==> src/rtl/pipe_hazard_ctrl_pkg.sv <==
// Shared types and constants for the pipeline hazard controller and its helpers.
package pipe_ctrl_pkg;

  typedef enum logic [1:0] {
    RUN      = 2'd0,
    BR_FLUSH = 2'd1,
    MEM_WAIT = 2'd2
  } state_t;

  localparam logic [4:0] REG_ZERO = 5'd0;
  localparam int         FCNT_W   = 2;

endpackage

==> src/rtl/pipe_hazard_ctrl_hazard_detect.sv <==
// Load-use comparator: flags an ID-stage source that depends on a load still in EX.
module hazard_detect
  import pipe_ctrl_pkg::*;
(
  input  logic       mem_read_i,
  input  logic [4:0] ex_wr_i,
  input  logic [4:0] id_rs1_i,
  input  logic [4:0] id_rs2_i,
  input  logic       use_rs1_i,
  input  logic       use_rs2_i,
  output logic       lu_o
);

  logic rs1_hit;
  logic rs2_hit;

  assign rs1_hit = use_rs1_i & (id_rs1_i == ex_wr_i);
  assign rs2_hit = use_rs2_i & (id_rs2_i == ex_wr_i);

  // x0 is hardwired zero, so a load targeting it never creates a dependency
  assign lu_o = mem_read_i & (ex_wr_i != REG_ZERO) & (rs1_hit | rs2_hit);

endmodule

==> src/rtl/pipe_hazard_ctrl.sv <==
// Central hazard controller: load-use stalls, multi-cycle branch flushes, memory freezes
// and saturating event counters.
//
// state    | meaning
// RUN      | normal issue; branch/load-use/busy evaluated every cycle
// BR_FLUSH | extra flush cycles after a taken branch, fcnt counts remaining
// MEM_WAIT | data memory busy, back half of the pipe frozen
module pipe_hazard_ctrl
  import pipe_ctrl_pkg::*;
#(
  parameter int FLUSH_CYCLES = 1,
  parameter int CNT_W        = 32
) (
  input  logic             clk,
  input  logic             rst_n,
  input  logic             id_ex_MemRead_i,
  input  logic [4:0]       id_ex_wr_i,
  input  logic [4:0]       if_id_rs1_i,
  input  logic [4:0]       if_id_rs2_i,
  input  logic             use_rs1_i,
  input  logic             use_rs2_i,
  input  logic             branch_taken_i,
  input  logic             mem_busy_i,
  output logic             pc_write_o,
  output logic             if_id_write_o,
  output logic             if_id_flush_o,
  output logic             ID_Flush,
  output logic             pipe_en_o,
  output logic [CNT_W-1:0] stall_cnt_o,
  output logic [CNT_W-1:0] flush_cnt_o,
  output logic [CNT_W-1:0] busy_cnt_o
);

  if (FLUSH_CYCLES < 1 || FLUSH_CYCLES > 4) begin : g_bad_flush_cycles
    $error("pipe_hazard_ctrl: FLUSH_CYCLES must be in 1..4");
  end

  localparam logic [FCNT_W-1:0] FCNT_INIT = FCNT_W'(FLUSH_CYCLES - 1);
  localparam logic [FCNT_W-1:0] FCNT_ONE  = FCNT_W'(1);

  state_t            state;
  state_t            next_state;
  logic [FCNT_W-1:0] fcnt;
  logic [FCNT_W-1:0] next_fcnt;
  logic              lu;
  logic              freeze;
  logic              do_flush;
  logic              do_stall;

  function automatic logic [CNT_W-1:0] sat_inc(input logic [CNT_W-1:0] v);
    return (v == {CNT_W{1'b1}}) ? v : v + CNT_W'(1);
  endfunction

  hazard_detect u_hazard_detect (
    .mem_read_i (id_ex_MemRead_i),
    .ex_wr_i    (id_ex_wr_i),
    .id_rs1_i   (if_id_rs1_i),
    .id_rs2_i   (if_id_rs2_i),
    .use_rs1_i  (use_rs1_i),
    .use_rs2_i  (use_rs2_i),
    .lu_o       (lu)
  );

  // MEM_WAIT with busy low behaves exactly like RUN, so only BR_FLUSH is special-cased
  always_comb begin
    freeze     = 1'b0;
    do_flush   = 1'b0;
    do_stall   = 1'b0;
    next_state = state;
    next_fcnt  = fcnt;
    if (mem_busy_i) begin
      freeze = 1'b1;
      if (state != BR_FLUSH) next_state = MEM_WAIT;
    end else if (state == BR_FLUSH) begin
      do_flush  = 1'b1;
      next_fcnt = fcnt - FCNT_ONE;
      if (fcnt == FCNT_ONE) next_state = RUN;
    end else if (branch_taken_i) begin
      do_flush = 1'b1;
      if (FLUSH_CYCLES > 1) begin
        next_state = BR_FLUSH;
        next_fcnt  = FCNT_INIT;
      end else begin
        next_state = RUN;
      end
    end else if (lu) begin
      do_stall   = 1'b1;
      next_state = RUN;
    end else begin
      next_state = RUN;
    end
  end

  always_comb begin
    if (!rst_n) begin
      pc_write_o    = 1'b0;
      if_id_write_o = 1'b0;
      pipe_en_o     = 1'b0;
      if_id_flush_o = 1'b1;
      ID_Flush      = 1'b1;
    end else begin
      pc_write_o    = ~freeze & ~do_stall;
      if_id_write_o = ~freeze & ~do_stall;
      pipe_en_o     = ~freeze;
      if_id_flush_o = do_flush;
      ID_Flush      = do_flush | do_stall;
    end
  end

  always_ff @(posedge clk) begin
    if (!rst_n) begin
      state       <= RUN;
      fcnt        <= '0;
      stall_cnt_o <= '0;
      flush_cnt_o <= '0;
      busy_cnt_o  <= '0;
    end else begin
      state <= next_state;
      fcnt  <= next_fcnt;
      if (freeze)   busy_cnt_o  <= sat_inc(busy_cnt_o);
      if (do_flush) flush_cnt_o <= sat_inc(flush_cnt_o);
      if (do_stall) stall_cnt_o <= sat_inc(stall_cnt_o);
    end
  end

endmodule

==> config.mk <==
export PLATFORM = sky130hd
export DESIGN_NAME = pipe_hazard_ctrl
export DESIGN_NICKNAME = d
export VERILOG_FILES = /design/src/rtl/pipe_hazard_ctrl_pkg.sv /design/src/rtl/pipe_hazard_ctrl_hazard_detect.sv /design/src/rtl/pipe_hazard_ctrl.sv
export SDC_FILE = /design/constraint.sdc
export NUM_CORES = 1
export LEC_CHECK = 0
export ABC_AREA = 0
export BUFFER_PORTS_ARGS = -buffer_cell sky130_fd_sc_hd__buf_2
export CAP_MARGIN = 20
export CORE_MARGIN = 5
export CORE_UTILIZATION = 35
export CTS_BUF_LIST = sky130_fd_sc_hd__clkbuf_16
export DETAILED_ROUTE_END_ITERATION = 16
export PLACE_DENSITY = 0.6
export SYNTH_ARGS = -nofsm -noshare
export SYNTH_HDL_FRONTEND = slang
export SYNTH_SLANG_ARGS = --single-unit
==> constraint.sdc <==
create_clock -name clk -period 2 [get_ports clk]
set_clock_uncertainty 0.1 [all_clocks]
set_input_delay 0.2 -clock clk [delete_from_list [all_inputs] [get_ports clk]]
set_output_delay 0.2 -clock clk [all_outputs]
set_load 0.01 [all_outputs]
Yosys cells after proc, flatten, opt, wreduce, memory -nomap -nowiden
Index checks and enable logic that the tools add are counted.
- memory bits (read-only): 0
- memories: 0
- RAM bits: 0
- logic and storage cells: 54
- input port bits: 22
- output and inout bits: 101
- register bits after elaboration: 100
- bits in latches: 0
- div/mod/pow operators: 0
- multipliers: 0
- multiplexer cells: 16
- eq/ne operators: 10
- order comparisons: 0
- shifts and indexed selects: 0
- bitwise operators: 13
- add/sub/neg operators: 4
- reduce and logical (&&, ||, !) cells: 6
- operators with widths (kind ; number):
    $add A32 B1 Y32 const B ; 3
    $eq A32 B32 Y1 const B ; 3
    $mux W1 ; 12
    $eq A5 B5 Y1 ; 2
    $reduce_and A2 Y1 ; 5
    $mux W2 ; 4
    $not A1 Y1 ; 6
    $and A1 B1 Y1 ; 5
    $reduce_bool A5 Y1 ; 1
    $eq A2 B1 Y1 const B ; 2
    $ne A2 B1 Y1 const B ; 2
    $ne A3 B2 Y1 const B ; 1
    $or A1 B1 Y1 ; 2
    $sub A2 B1 Y2 const B ; 1

Logic depth before layout (Yosys ltp)
Gate-level depths: netlist of run 1.
- word-level depth: 11
- depth in mapped cells: 9
- gate-level depth less buffers: 7

By module
A second synthesis of run 1 with hierarchy kept.
- cells, all modules: 631
- area, all modules: 5123.7 um^2
- modules (own cells, without submodules) (module ; instances ; cells each ; sequential area each (um^2) ; area an instance (um^2)):
    pipe_hazard_ctrl ; 1 ; 614 ; 1921.8 ; 4989.8
    hazard_detect ; 1 ; 17 ; 0.0 ; 133.9

Least setup slack after synthesis of run 1
Ideal clock, no wire load.
- path type: register to register
- from: reg stall_cnt_o[14]
- to: reg stall_cnt_o[14]
- data arrival time: 1.987 ns
- path slack: -0.202 ns
- buffers on the path: 3
- clock period less this slack: 2.202 ns
- setup time: 0.116 ns
- data required time: 1.784 ns
- stages on the path, launching flop included: 10
- cells stage by stage: dfxtp_1 -> and4_1 -> buf_6 -> nand4_4 -> or4_1 -> nand3_2 -> buf_6 -> buf_8 -> nor3_1 -> a31o_1
- cells in the longest elaborated chain, start to end: 3
- elaborated cells on any way between the ends: 4
- classes of those cells: 1 x add/sub; 1 x eq/ne; 1 x bitwise; 1 x reduce/logical
- RTL lines (element ; line ; text):
    start: declaration ; pipe_hazard_ctrl.sv:29 ; output logic [CNT_W-1:0] stall_cnt_o,
    start signal: assignment ; pipe_hazard_ctrl.sv:122 ; if (do_stall) stall_cnt_o <= sat_inc(stall_cnt_o);
    branches (longest 3 deep; another with $add A32 B1 Y32) ; n/a ;
Several ways; the timed one is not identified.
A chain may end at the register's enable or synchronous reset.

Worst setup path after layout of run 1
- from: reg flush_cnt_o[24]
- to: reg flush_cnt_o[29]
- cells in the longest elaborated chain, start to end: 3
- elaborated cells on any way between the ends: 4
- classes of those cells: 1 x add/sub; 1 x eq/ne; 1 x bitwise; 1 x reduce/logical
- RTL lines (element ; line ; text):
    start: declaration ; pipe_hazard_ctrl.sv:30 ; output logic [CNT_W-1:0] flush_cnt_o,
    start signal: assignment ; pipe_hazard_ctrl.sv:121 ; if (do_flush) flush_cnt_o <= sat_inc(flush_cnt_o);
    branches (longest 3 deep; another with $add A32 B1 Y32) ; n/a ;
Several ways; the timed one is not identified.

==> flow_summary.ini, run 1 <==
[sta]
final-max-slew-violation-count = 0
fin_ws_ns = -0.0501
min_period_ns = 2.05
min_period_over_period_pct = 103
setup_viol = 7
timing.fmax_mhz = 488
worst_pin_slew_ns = 0.495
maxSlewHeadroom_pct = 67.0
timing.hold.ws_ns = 0.141
hold_viol_final = 0
rsz0062_at_grt = yes

[grt]
grt.met3_usage_pct = 3.62
grt_pass1_wl_um = 24700
overflow = 0
antenna_found_initial = 0
met1_usage_pct = 23.0
grt_usage_pct = 18.2
grt.met2_usage_pct = 30.4
grt_max_degree = 47
grt_pass1_vias = 5252
busiest_layer = met2

[logic_synthesis]
synth_seq_cells = 96
yosys.cell_types.count = 46
async_reset_ff_share_pct = 0
yosysTopAreaCell = dfxtp_1
synth_area_sq_um = 4870
ys.flop_type = dfxtp_1
synthTopCellsByArea = dfxtp_1, xnor2_1, nor2_1
synth_top_area_share_pct = 39.4
synth_edf_count = 0
synthesis.nets = 616
seq_area_frac_synth_pct = 39.4
netlist_instances = 591
ys_warn_count = 0
avgSynthCellArea_sq_um = 8.24

[layout]
antennaDiodeCount = 0
nets = 864
drive_gt1_share_pct = 46.6
area_growth_pct = 51.8
fin_area_sq_um = 7400
utilization_pct = 53.7

[worst_setup_path]
crit_path_end_kind = flip-flop
r2r-end = flush_cnt_o[29]
critical_path.max_stage_delay_ns = 0.53
path_cells = and4_4 -> and3_4 -> and4_4 -> or4_4 -> or3_4 -> a21oi_2
setup.worst_path.start = flush_cnt_o[24]
cpMostUsedCell = and4_4
crit_arrival_ns = 2.22
reg2reg_slack_ns = -0.05
crit_path_end = flush_cnt_o[29]
cpMaxStageDelayCell = or4_4
crit_type = flip-flop to flip-flop
start_kind = flip-flop
worstPathMaxFanout = 8
regToRegStartpoint = flush_cnt_o[24]
r2r_cells = 6
required_ns = 2.17

[pwr]
finalPower_mw = 3.91
leakagePower_nw = 3.14
power_density_nw_per_um2 = 528
vdd_drop_max_uv = 336

[routing]
ant_nets = 0
drtIter0Drc = 267
wire_per_inst_um = 14.9
viasPerCell = 5.16
routed_wl_um = 15300
vias = 5284
firstDrtPassIters = 4
remaining_drc_errors = 0

[clock_network]
cts.clk_slew.worst_paths_ns = 0.07
cts_tree = yes
hold_buffers = 0
cts_sinks = 96
h-tree-depth = 3
cts_buffers = 9
worstSkewPairLatency_ns = 0.34
cts_buffer_depth = 2
root_buffer = clkbuf_16

[run_status]
violations = negative setup slack
status = finished, violations left

[floorplan]
io_pins = 123
die_height_um = 128
rows = 43
coreArea_sq_um = 13800
initial_core_util_pct = 35.4
die_w_um = 128
die_area_sq_um = 16400

[place]
hpwl_um = 11300
portBuffers = 122
placed_area_sq_um = 6560
gp_congestion = 0.873

[run]
drv_cap = 0

[min_path]
min_path_type = input port to flip-flop
-- worst min-delay path by stage --
stage | from | end | slack [ns] | cells past startpoint
after floorplan | rst_n | stall_cnt_o[3] | 0.24 | 2
after global placement | stall_cnt_o[20] | stall_cnt_o[20] | 0.38 | 2
after detailed placement | stall_cnt_o[20] | stall_cnt_o[20] | 0.39 | 2
after CTS | rst_n | stall_cnt_o[16] | 0.14 | 3
after global routing | rst_n | stall_cnt_o[18] | 0.18 | 3
final | rst_n | stall_cnt_o[16] | 0.14 | 3
-- stage by stage --
step | setup TNS, ns | worst slack (ns) | instances
final | -0.198 | -0.0501 | 1024
after global routing | -2.37 | -0.122 | 1024
after CTS | -0.171 | -0.0599 | 1013
after detailed placement | -1.75 | -0.150 | 987
after global placement | -0.524 | -0.0715 | 987
after floorplan | -0.246 | -0.0493 | 591
-- critical path, delay by kind of cell, from the launching register on --
family           cells  cell delay [ns]
AO/OA/AOI/OAI        1             0.12
flip-flops           1             0.34
AND/OR/NAND/NOR      5             1.41
-- cells in the mapped netlist (2+ instances only) --
cell type  number
ha_1            3
and4_1         12
nand3_2         2
and2_1          4
a31oi_1         3
mux2i_1         8
o31ai_1         7
or3_1          30
dfxtp_1        96
nor3_1         10
xnor2_1        35
o211ai_1        5
nand2b_1       10
nand3_1        36
clkbuf_1       17
a21oi_1        36
nand2_1        48
buf_6           4
nand4_1        29
or2_2           3
nor4_1         11
xor2_1         23
or4_1          10
o21ai_0        30
and3_1         15
and4_4          4
inv_1          13
nor2_1         67
buf_2           3
-- cell type report --
| class | instances | area (sq um) |
|---|---|---|
| Timing Repair Buffer | 264 | 1740 |
| Clock inverter | 7 | 78.8 |
| Tap cell | 180 | 225 |
| Multi-Input combinational cell | 455 | 3080 |
| Inverter | 13 | 48.8 |
| Sequential cell | 96 | 2000 |
| Fill cell | 1347 | 6380 |
| Clock buffer | 9 | 225 |
-- logic make-up after synthesis --
group                      Yosys count  synth area share [%]
muxes                                8                  1.64
adders and majority gates            3                 0.770
xor gates and xnor gates            58                  10.4
DFF                                 96                  39.4
buffers and inverters               40                  4.11
and+or+nand+nor                    299                  33.5
AOI/OAI and AO/OA                   87                  10.1
-- repair_timing --
item,4_1_cts,5_1_grt
buffers inserted,10,9
endpoints found under the setup margin,37,75
gates resized for setup,16,83
cloned,0,3
pin swaps,14,44
-- layout by cell type (no fill, tap or decap), drive strengths merged, types with 2 or more instances in the layout --
master,Yosys,routed
a21oi,36,36
a31oi,3,3
and2,5,5
and3,15,15
and4,16,16
buf,9,263
bufinv,0,2
clkbuf,18,10
clkinv,0,3
dfxtp,96,96
ha,3,3
inv,13,15
mux2i,8,8
nand2,49,49
nand2b,10,10
nand3,38,38
nand4,30,30
nor2,67,67
nor3,10,10
nor4,11,11
o211ai,5,5
o21ai,30,30
o31ai,7,7
or2,3,3
or3,30,30
or4,10,10
xnor2,35,35
xor2,23,23
-- power breakdown --
group | internal (mW) | leakage, nW | total, mW | switching, mW
registers | 1.91 | 0.801 | 1.92 | 0.00632
logic | 0.0807 | 2.18 | 0.194 | 0.113
clock network | 1.07 | 0.155 | 1.80 | 0.722
total | 3.07 | 3.14 | 3.91 | 0.841
-- sequential cells by signal, summed over array words and instances (netlist names) --
signal	cells
busy_cnt_o	32
flush_cnt_o	32
stall_cnt_o	32
-- routing by layer --
layer / up-vias / part of all wire (%)
li1: 2611 / -
met1: 2526 / 43
met2: 122 / 50
met3: 25 / 4.6
met4: 0 / 2.4
met5: - / 0
No activity file was read; power rests on OpenSTA's default activity.
==> run 2, diff against run 1 <==
--- a/config.mk
+++ b/config.mk
@@ -6,13 +6,13 @@
 export NUM_CORES = 1
 export LEC_CHECK = 0
 export ABC_AREA = 0
-export BUFFER_PORTS_ARGS = -buffer_cell sky130_fd_sc_hd__buf_2
 export CAP_MARGIN = 20
 export CORE_MARGIN = 5
 export CORE_UTILIZATION = 35
 export CTS_BUF_LIST = sky130_fd_sc_hd__clkbuf_16
 export DETAILED_ROUTE_END_ITERATION = 16
-export PLACE_DENSITY = 0.6
+export DONT_BUFFER_PORTS = 1
+export PLACE_DENSITY = 0.52
 export SYNTH_ARGS = -nofsm -noshare
 export SYNTH_HDL_FRONTEND = slang
 export SYNTH_SLANG_ARGS = --single-unit
==> run 2 against run 1 <==
  * The flow still finishes with violations (negative setup slack)
  * Highest routed layer unchanged
  * Critical endpoint unchanged
  * Maximum frequency rose by 0.84%
  * Global-route usage down 0.47 points
  * Cell count fell by 10%
  * Worst setup slack gained 0.017 ns
  * Die area is the same
  * Critical path type unchanged
==> flow_summary.ini, run 2 (synthesis results as in run 1) <==
[run_status]
status = finished, violations left
violations = negative setup slack

[layout]
antennaDiodeCount = 0
drive_gt1_share_pct = 39.4
nets = 758
area_growth_pct = 42.6
fillers = 1310
utilization_pct = 50.5
layout_common_cells = buf_4, nor2_1, nand2_1, dfxtp_1, dfxtp_2
top_regs = busy_cnt_o: 32 flops, flush_cnt_o: 32 flops, stall_cnt_o: 32 flops
final_common_cell = buf_4

[grt]
grt_max_degree = 86
overflow = 0
grt_pass1_vias = 4728
grt_pass1_wl_um = 23700
antenna_found_initial = 0
grt_usage_pct = 17.8

[sta]
maxSlewHeadroom_pct = 38.5
min_period_over_period_pct = 102
timing.hold.ws_ns = 0.0643
fin_ws_ns = -0.0329
rsz0062_at_grt = yes
setup_viol = 5
timing.fmax_mhz = 492
final-max-slew-violation-count = 0
hold_viol_final = 0
min_period_ns = 2.03
tns_ns = -0.0882
worst_pin_slew_ns = 0.920

[worst_setup_path]
worstPathMaxFanout = 8
start_kind = flip-flop
required_ns = 2.17
crit_type = flip-flop to flip-flop
crit_arrival_ns = 2.20
crit_path_end_kind = flip-flop
r2r_cells = 6

[clock_network]
worstSkewPairLatency_ns = 0.35
root_buffer = clkbuf_16
cts_buffers = 9
cts_sinks = 96
cts.clk_slew.worst_paths_ns = 0.07
cts_tree = yes
cts_buffer_depth = 2
h-tree-depth = 3

[floorplan]
die_w_um = 128
coreArea_sq_um = 13800
die_area_sq_um = 16400
initial_core_util_pct = 35.4
io_pins = 123
die_height_um = 128
rows = 43

[min_path]
hold_depth = 4
min_path_type = input port to flip-flop

[pwr]
vdd_drop_max_uv = 343
power_density_nw_per_um2 = 556
leakagePower_nw = 2.60

[routing]
drtIter0Drc = 197
firstDrtPassIters = 4
vias = 4903
wire_per_inst_um = 16.3
ant_nets = 0
routed_wl_um = 15000
viasPerCell = 5.34
remaining_drc_errors = 0

[place]
gp_congestion = 0.855
portBuffers = 0
hpwl_um = 10900

[run]
drv_cap = 0
-- run 2: cell types whose count changed in the layout (fill, tap and decap cells not counted), moves of 3 or more --
cell       previous run  this run
buf_4               131       145
nor3_2                2         5
dfxtp_2              42        45
nor3_1                7         4
buf_2               122         1
a21oi_1              32        35
or3_1                26        29
a21oi_2               4         1
or3_4                 4         1
buf_6                 9         4
o21ai_0              22        18
clkbuf_16            10        13
-- run 2: path summary, 6_finish.rpt --
kind | from | end | slack, ns
worst min-delay path | mem_busy_i | busy_cnt_o[4] | 0.06
worst max register to register | flush_cnt_o[14] | flush_cnt_o[29] | -0.03
worst min register to register | busy_cnt_o[1] | busy_cnt_o[1] | 0.37
worst max-delay path | flush_cnt_o[14] | flush_cnt_o[29] | -0.03
-- run 2: power breakdown --
group / switching [mW] / leakage (nW) / internal (mW)
Sequential: 0.00662 / 0.801 / 1.91
Clock: 0.755 / 0.159 / 1.04
Combinational: 0.0935 / 1.64 / 0.0639
Total: 0.855 / 2.60 / 3.01
-- run 2: metrics by stage --
| step | cells | cell area (sq um) | total power, mW | setup WS [ns] |
|---|---|---|---|---|
| after floorplan | 591 | 4980 | 2.05 | -0.0493 |
| after global placement | 882 | 6090 | 2.09 | -0.0948 |
| after detailed placement | 882 | 6090 | 2.10 | -0.190 |
| after CTS | 905 | 6520 | 3.91 | -0.0365 |
| after global routing | 918 | 6950 | 4.02 | -0.125 |
| final | 918 | 6950 | 3.87 | -0.0329 |
-- run 2: area by class of cell --
class / count / area [sq um] / area share, %
Multi-Input combinational cell: 455 / 3080 / 44.3
Sequential cell: 96 / 2000 / 28.8
Timing Repair Buffer: 158 / 1290 / 18.5
Clock buffer: 10 / 250 / 3.60
Tap cell: 180 / 225 / 3.24
Clock inverter: 6 / 56.3 / 0.810
Inverter: 13 / 48.8 / 0.702
-- run 2: repair_timing --
item,CTS,global route
setup endpoints to repair,35,77
hold buffers,2,0
cloned,0,4
resized for setup,19,82
pin swaps,10,44
hold endpoints to repair,12,0
buffers inserted,5,9
-- run 2: worst max-delay path, cell delays in order (launching register included) --
cell and delay [ns]:
dfxtp_1 0.38, and4_1 0.19, and4_4 0.23, nand2_2 0.06, or4_4 0.53, or3_1 0.34
a21oi_2 0.12
-- run 2: layer usage --
| layer | up-vias | routed length [um] | share of wire (%) | GRT usage (%) |
|---|---|---|---|---|
| li1 | 2404 | - | - | - |
| met1 | 2347 | 6280 | 42 | 20.9 |
| met2 | 128 | 7040 | 47 | 29.1 |
| met3 | 24 | 1290 | 8.6 | 6.58 |
| met4 | 0 | 355 | 2.4 | 7.55 |
| met5 | - | 0 | 0 | 0 |
==> run 3, diff against run 2 <==
--- a/config.mk
+++ b/config.mk
@@ -7,7 +7,6 @@
 export LEC_CHECK = 0
 export ABC_AREA = 0
 export CAP_MARGIN = 20
-export CORE_MARGIN = 5
 export CORE_UTILIZATION = 35
 export CTS_BUF_LIST = sky130_fd_sc_hd__clkbuf_16
 export DETAILED_ROUTE_END_ITERATION = 16
==> run 3 against run 2 <==
  * Count of clock-buffer cells in the layout decreased by 1
  * Die area decreased by 12%
  * Sequential share of layout area increased by 0.32 points
  * Largest power group unchanged
  * Register-to-register slack got worse by 0.06 ns
  * Critical path type unchanged
  * The flow still finishes with violations (negative setup slack)
  * Clock power decreased by 6%
==> flow_summary.ini, run 3 (synthesis results as in run 1) <==
[grt]
grt_pass1_vias = 4737
grt.met2_usage_pct = 33.1
busiest_layer = met2
grt_max_degree = 86
antenna_found_initial = 0
met1_usage_pct = 23.5
overflow = 0
grt_usage_pct = 19.7
grt_pass1_wl_um = 22700
grt.met3_usage_pct = 5.04

[pwr]
power_density_nw_per_um2 = 549
swShare_pct = 24.6
p_sw_uw = 923
leakagePower_nw = 2.55
seqPwrFrac_pct = 51.0
vdd_drop_max_uv = 345
power_frac_comb_pct = 4.3
p_int_mw = 2.83
clkPwrFrac_pct = 44.7

[run_status]
status = finished, violations left
violations = negative setup slack

[sta]
worst_pin_slew_ns = 0.897
final-max-slew-violation-count = 0
maxSlewHeadroom_pct = 40.0
setup_viol = 6
min_period_ns = 2.09
timing.hold.ws_ns = 0.0592
tns_ns = -0.316
fin_ws_ns = -0.0907
hold_viol_final = 0
min_period_over_period_pct = 105
timing.fmax_mhz = 478
rsz0062_at_grt = yes

[layout]
layout_common_cells = buf_4, nor2_1, dfxtp_1, nand2_1, dfxtp_2
nets = 761
drive_gt1_share_pct = 38.1
area_growth_pct = 40.3
antennaDiodeCount = 0
final_common_cell = buf_4
multi_input_area_sq_um = 2980
fillers = 1265
top_regs = busy_cnt_o: 32 flops, flush_cnt_o: 32 flops, stall_cnt_o: 32 flops
finalNonFillerCells = 917
regArea_sq_um = 1990

[clock_network]
worstSkewPairLatency_ns = 0.36
cts.clk_slew.worst_paths_ns = 0.07
h-tree-depth = 3
cts_sinks = 96
cts_buffer_depth = 2
cts_buffers = 9
cts_tree = yes
root_buffer = clkbuf_16

[worst_setup_path]
crit_path_end_kind = flip-flop
start_kind = flip-flop
crit_arrival_ns = 2.28
crit_type = flip-flop to flip-flop
worstPathMaxFanout = 8
required_ns = 2.19

[routing]
remaining_drc_errors = 0
ant_nets = 0
firstDrtPassIters = 5
routed_wl_um = 14500
vias = 4916
wire_per_inst_um = 15.9
viasPerCell = 5.36
drtIter0Drc = 217

[place]
portBuffers = 0
dp_cells = 879
pre_cts_ws_ns = -0.160
hpwl_um = 10100
gp_congestion = 0.774

[floorplan]
io_pins = 123
die_height_um = 120
rows = 42
die_area_sq_um = 14400
coreArea_sq_um = 13400
initial_core_util_pct = 36.4
die_w_um = 120

[run]
drv_cap = 0

[min_path]
min_path_type = input port to flip-flop
## run 3: area by class of cell
| cell class | instances | area share, % |
|---|---|---|
| inverter | 13 | 0.714 |
| sequential | 96 | 29.1 |
| clock inverter | 7 | 0.805 |
| clock buffer | 9 | 3.29 |
| tap | 176 | 3.22 |
| timing repair buffer | 161 | 19.3 |
| multi-input combinational | 455 | 43.6 |
## run 3: what timing repair did
item / in CTS / in global routing
endpoints found under the hold margin: 12 / 0
resized for setup: 9 / 63
gates cloned: 0 / 4
setup endpoints to repair: 16 / 66
buffers inserted: 2 / 14
pin swaps: 8 / 30
hold buffers: 2 / 0
## run 3: path summary, 6_finish.rpt
path	from	cells after the start	slack [ns]	endpoint
min reg2reg	flush_cnt_o[3]	2	0.43	flush_cnt_o[3]
max reg2reg	flush_cnt_o[1]	7	-0.09	flush_cnt_o[29]
max	flush_cnt_o[1]	7	-0.09	flush_cnt_o[29]
min	mem_busy_i	4	0.06	busy_cnt_o[4]
## run 3: per-stage QoR
stage | area, sq um | power [mW] | util (%)
floorplan | 4980 | 2.05 | -
global placement | 6090 | 2.09 | 45.5
detailed placement | 6090 | 2.10 | 45.5
CTS | 6430 | 3.79 | 48.0
global route | 6840 | 3.87 | 51.0
finish | 6840 | 3.76 | 51.0
## run 3: per-layer routing
metal	vias to the layer above	routed length, um
met5	-	0
met4	0	283
met3	17	844
met2	116	7030
met1	2364	6390
li1	2419	-
## run 3: power by group through the flow
stage	clock [mW]	combinational (mW)	sequential, mW
global route	1.78	0.178	1.92
floorplan	0	0.0894	1.97
finish	1.68	0.161	1.92
CTS	1.72	0.151	1.91
global placement	0	0.136	1.96
detailed placement	0	0.140	1.96
## run 3: worst max-delay path, stage by stage, from the launching register on
cell and delay [ns]:
dfxtp_2 0.37, buf_6 0.10, and2_4 0.14, nor3b_4 0.20, nand2_2 0.09, or4_4 0.54, or3_1 0.35, a21oi_2 0.13
